**src/rtl/hdsiso8_sequencer.sv**
```systemverilog
// Eight-phase Gray sequencer driving a SISO shift datapath, with an optional PRBS source.
// Optional LFSR and din_sel selection are built only when HDSISO8_SEQ_LFSR_EN is defined.
module hdsiso8_sequencer #(
  parameter logic [7:0] LFSR_SEED = 8'h01
) (
  input  logic       clk,
  input  logic       rst_n,
  input  logic       run_en,
  input  logic       d_in,
  input  logic       din_sel,
  input  logic       lfsr_en,
  output logic [2:0] gray,
  output logic [7:0] pulse,
  output logic       shift_strobe,
  output logic       sr_din,
  output logic       lfsr_bit,
  output logic       lfsr_period
);

  logic [2:0] idx;
  logic [2:0] idx_nxt;
  logic       wrap;
  logic       sel_bit;

  assign idx_nxt = idx + 3'd1;
  assign wrap    = run_en && (idx == 3'd7);

  // Binary index to reflected Gray; 7 -> 0 differs in one bit (100 -> 000).
  function automatic logic [2:0] gray_of(input logic [2:0] i);
    return i ^ (i >> 1);
  endfunction

  always_ff @(posedge clk or negedge rst_n) begin
    if (!rst_n) begin
      idx          <= 3'd0;
      gray         <= 3'd0;
      pulse        <= 8'd0;
      shift_strobe <= 1'b0;
      sr_din       <= 1'b0;
    end else begin
      shift_strobe <= wrap;
      if (run_en) begin
        idx   <= idx_nxt;
        gray  <= gray_of(idx_nxt);
        pulse <= 8'd1 << idx_nxt;
      end else begin
        pulse <= 8'd0;
      end
      if (wrap) sr_din <= sel_bit;
    end
  end

`ifdef HDSISO8_SEQ_LFSR_EN
  logic [7:0] s;
  logic [7:0] s_step;
  logic       fb;

  assign fb       = s[7] ^ s[5] ^ s[4] ^ s[3];
  assign s_step   = {s[6:0], fb};
  assign sel_bit  = din_sel ? s[7] : d_in;
  assign lfsr_bit = s[7];

  // All-zero lock-up is escaped on the very next clock, whatever lfsr_en says.
  always_ff @(posedge clk or negedge rst_n) begin
    if (!rst_n) begin
      s           <= LFSR_SEED;
      lfsr_period <= 1'b0;
    end else if (s == 8'h00) begin
      s           <= LFSR_SEED;
      lfsr_period <= 1'b0;
    end else if (wrap && lfsr_en) begin
      s           <= s_step;
      lfsr_period <= (s_step == LFSR_SEED);
    end else begin
      lfsr_period <= 1'b0;
    end
  end
`else
  logic unused_lfsr_inputs;

  assign unused_lfsr_inputs = din_sel ^ lfsr_en;
  assign sel_bit            = d_in;
  assign lfsr_bit           = 1'b0;
  assign lfsr_period        = 1'b0;
`endif

endmodule

```
**config.mk**
```make
export PLATFORM = sky130hd
export DESIGN_NAME = hdsiso8_sequencer
export DESIGN_NICKNAME = d
export VERILOG_FILES = /design/src/rtl/hdsiso8_sequencer.sv
export SDC_FILE = /design/constraint.sdc
export NUM_CORES = 1
export LEC_CHECK = 0
export ABC_AREA = 1
export BUFFER_PORTS_ARGS = -buffer_cell sky130_fd_sc_hd__buf_2
export CORE_MARGIN = 2
export CORE_UTILIZATION = 47
export DETAILED_ROUTE_END_ITERATION = 10
export PLACE_DENSITY = 0.74
export SLEW_MARGIN = 20
export SYNTH_ARGS = -nofsm -noshare
export SYNTH_HDL_FRONTEND = slang
export SYNTH_SLANG_ARGS = --single-unit
```
**constraint.sdc**
```tcl
create_clock -name clk -period 1.6 [get_ports clk]
set_input_delay 0.08 -clock clk [delete_from_list [all_inputs] [get_ports clk]]
set_output_delay 0.08 -clock clk [all_outputs]
set_load 0.03 [all_outputs]
```
; Word level (Yosys, flattened, before mapping)
; Index checks and enable logic that the tools add are counted.
[word_totals]
reg_bits = 16
in_bits = 6
out_inout_bits = 15
[op_classes]
add_sub_neg = 1
n_eq_ne = 1
shifts = 1
muxes = 1
bitwise_logic = 1
reduce_logical = 1
[ops]
columns = operator, n
row1 = $mux 8, 1
row2 = $shl 1x3->8 const A, 1
row3 = $add 3x1->3 const B, 1
row4 = $eq 3x3->1 const B, 1
row5 = $xor 3x2->3, 1
row6 = $logic_and 1x1->1, 1

; Longest topological paths before layout
[logic_depth]
ltp_word = 3
mapped_depth = 6

; Least setup slack after synthesis
; OpenSTA, ideal clock, no wires.
[synth_path]
path_type = flip-flop to flip-flop
startpoint = reg idx[0]
endpoint = reg pulse[0]
arrival_ns = 1.113
t_required_ns = 1.482
slack_ns = 0.369
stages_incl_launch_ff = 6
path_cell_list = dfrtp_1 ha_1 ha_1 inv_1 nand2_1 nor2_1
[synth_via]
elab_chain_len = 3
[synth_rtl]
columns = item, line
row1 = "start, declared", 20  ; logic [2:0] idx;
row2 = "start signal, assigned", 43  ; idx <= idx_nxt;
row3 = $add 3x1->3, 25  ; assign idx_nxt = idx + 3'd1;
row4 = via idx_nxt[2], 21  ; logic [2:0] idx_nxt;
row5 = $shl 1x3->8, 45  ; pulse <= 8'd1 << idx_nxt;
row6 = $mux 8, 42  ; if (run_en) begin
row7 = "end signal, assigned", 45
row8 = "end, declared", 13  ; output logic [7:0] pulse,
; The timed path passes the listed nets, and every way through them passes these cells.
; A chain may end at the register's enable or synchronous reset.

; Worst setup path in the final report
[layout_path]
startpoint = reg idx[0]
endpoint = reg pulse[1]
; The elaborated chain is that of the path after synthesis.

==> results.cfg <==
[place]
io_buffers = 16
gp_congestion = 0.753
dp_hpwl_um = 777

[timing]
rsz0062_at_grt = no
tns_ns = 0
fin_skew_ns = 0.00414
final.min_clock_period_ns = 1.37
maxSlewViolCount = 0
setup_viol_count_final = 0
hold_violations = 0
fmax_ghz = 0.731
fin_crit_sh = 0.854

[synth]
avgSynthCellArea_sq_um = 10.3
synth_area_sq_um = 639
yosysSeqAreaShare = 0.587
synth_cell_types = 13
yosys_warnings = 0
synth-seq-cells = 15
syn_inst = 62
synth.top_cell.area_share = 0.587
netlist_top_cells_area = dfrtp_1 59%, ha_1 12%, nand2_1 5.9%
netlist.top_cell.by_area = dfrtp_1

[floorplanning]
io_pins = 21
std_cell_rows = 13
core_area_sq_mm = 0.00128
die_area_sq_mm = 0.00167
start_util = 0.498
die_x_um = 40.9
fp.dieH_um = 40.9

[drt]
drt_first_pass_iters = 4
drtIter0Drc = 3
ant_nets = 0
wl_um = 1010
route.vias.total = 412
drc = 0
via_per_inst = 4.29
avgRoutedWirePerCell_um = 10.5

[setup_path]
worst-path-stages = 5
worstSetupEndpointType = flop
crit_path_cell_trace = ha_1 -> ha_1 -> inv_1 -> nand2_1 -> nor2_1
worstPathRequired_ns = 1.80
path_class = reg -> reg
rr_worst_depth = 5
critPathLaunchType = flop
crit_start = idx[0]$_DFFE_PN0P_
endpoint = pulse[1]$_DFF_PN0_
timing.rr.start = idx[0]$_DFFE_PN0P_
worst-path-max-fanout = 5
cpMostUsedCell = ha_1
crit_buf_inv = 1
r2r_slack_ns = 0.23
worst_r2r_endpoint = pulse[1]$_DFF_PN0_
path_delay_family = adder cells
critical_path.max_stage_delay_ns = 0.44
crit_arrival_ns = 1.57
critPathSlowestCell = dfrtp_1

[grt]
grt_pass1_vias = 338
grt_pass1_wl_um = 1530
grt_overflow_total = 0
grt_antenna_before_repair = 0
grt_max_degree = 16
grtUsageTotal = 0.154

[power_and_ir_drop]
comb_power_share = 0.465
p_per_area_mw_per_mm2 = 1950
total_leakage_power_nw = 0.454
switching_share = 0.450
clkPwrFrac = 0.141
seq_power_share = 0.394
vdd_drop_max_mv = 0.811
p_sw_w = 0.000662
intPower_w = 0.000808

[clock_tree]
htree_levels = 1
cts_tree = done
cts-root-buf = clkbuf_4
clkTransAtPathRegs_ns = 0.08
cts_max_path_buffers = 2
clock_sinks = 15
clk_latency_ns = 0.28
cts-buffers-inserted = 3

[layout]
ff_latch_area_sq_um = 375
n_fill_cell = 117
final_layout_size_suffix_gt1_frac = 0.272
multiInputGateArea_sq_um = 196
post-route-util = 0.587
area_growth_pct = 18.0
fin_nets = 94
diodes = 0

[min_path]
hold_depth = 2
hold_path.class = in -> reg

[run]
drv_cap = 0

[status]
status = finished clean
cells by family after synthesis:
kind of cell	synth area share
AO/OA/AOI/OAI	0.0157
XOR/XNOR	0.0137
adder cells (fa/ha/maj)	0.117
buffers and inverters	0.112
flip-flops	0.587
other	0.00587
AND/OR/NAND/NOR	0.149
cell type report:
type	count	share of cell area
flip-flops and latches	15	0.498
clock buffers	4	0.0348
well taps	15	0.0249
inverters	10	0.0498
repair buffers	18	0.133
multi-input cells	34	0.260
repair_timing:
action / CTS / global route
endpoints found under the setup margin: 0 / 0
endpoints found under the hold margin: 16 / 0
hold buffers: 2 / 0
resized for setup: 0 / 0
buffers inserted: 0 / 0
synthesized netlist by cell type, drive strengths merged:
cell type and number:
xor2 1, dfrtp 15, nor2 8, o21ai 2
ha 6, nand2 12, conb 1, nand3 3
buf 4, inv 10
routing by layer:
layer,vias to the layer above,global-route usage,part of all wire
met5,-,0,0
met4,0,0.125,0.027
met3,5,0.0326,0.083
met2,17,0.246,0.47
met1,173,0.174,0.41
li1,217,-,-
state kept, by name (all words and copies together), names as in the netlist:
name and cells:
pulse 8, gray 3, shift_strobe 1, sr_din 1
idx 2
stage by stage:
stage,setup slack [ns],hold slack (ns),instances,total power (W),area (sq um)
after detailed placement,0.246,-0.00297,90,0.00127,708
after floorplan,0.369,-0.216,63,0.00110,643
after global routing,0.102,0.128,96,0.00160,754
after global placement,0.286,-0.00963,90,0.00123,708
final,0.233,0.116,96,0.00147,754
after CTS,0.226,0.110,96,0.00149,754
power by group through the flow:
stage	Combinational [W]	Sequential, W	Clock (W)
after global placement	0.000657	0.000577	0
final	0.000684	0.000578	0.000207
after CTS	0.000693	0.000579	0.000215
after global routing	0.000772	0.000599	0.000231
after detailed placement	0.000686	0.000587	0
after floorplan	0.000334	0.000765	0
placed cells by master (no fill, tap or decap):
master	instances
o21ai_0	2
conb_1	2
xor2_1	1
dfrtp_1	15
ha_1	6
clkbuf_4	3
buf_2	16
nand3_1	3
dlygate4sd3_1	2
inv_1	9
nor2_1	8
inv_2	1
nand2_1	10
clkbuf_1	1
nand2_2	2
how the worst min path moves through the flow:
| stage | startpoint | to | slack (ns) |
|---|---|---|---|
| 2_1_floorplan | rst_n | gray[0]$_DFFE_PN0P_ | -0.22 |
| 3_5_place_dp | rst_n | pulse[3]$_DFF_PN0_ | -0.003 |
| 3_3_place_gp | rst_n | pulse[3]$_DFF_PN0_ | -0.01 |
| 5_1_grt | run_en | idx[0]$_DFFE_PN0P_ | 0.13 |
| 4_1_cts | run_en | idx[0]$_DFFE_PN0P_ | 0.11 |
| 6_report | run_en | idx[0]$_DFFE_PN0P_ | 0.12 |
Note: power is estimated with default switching activity, not from simulation.
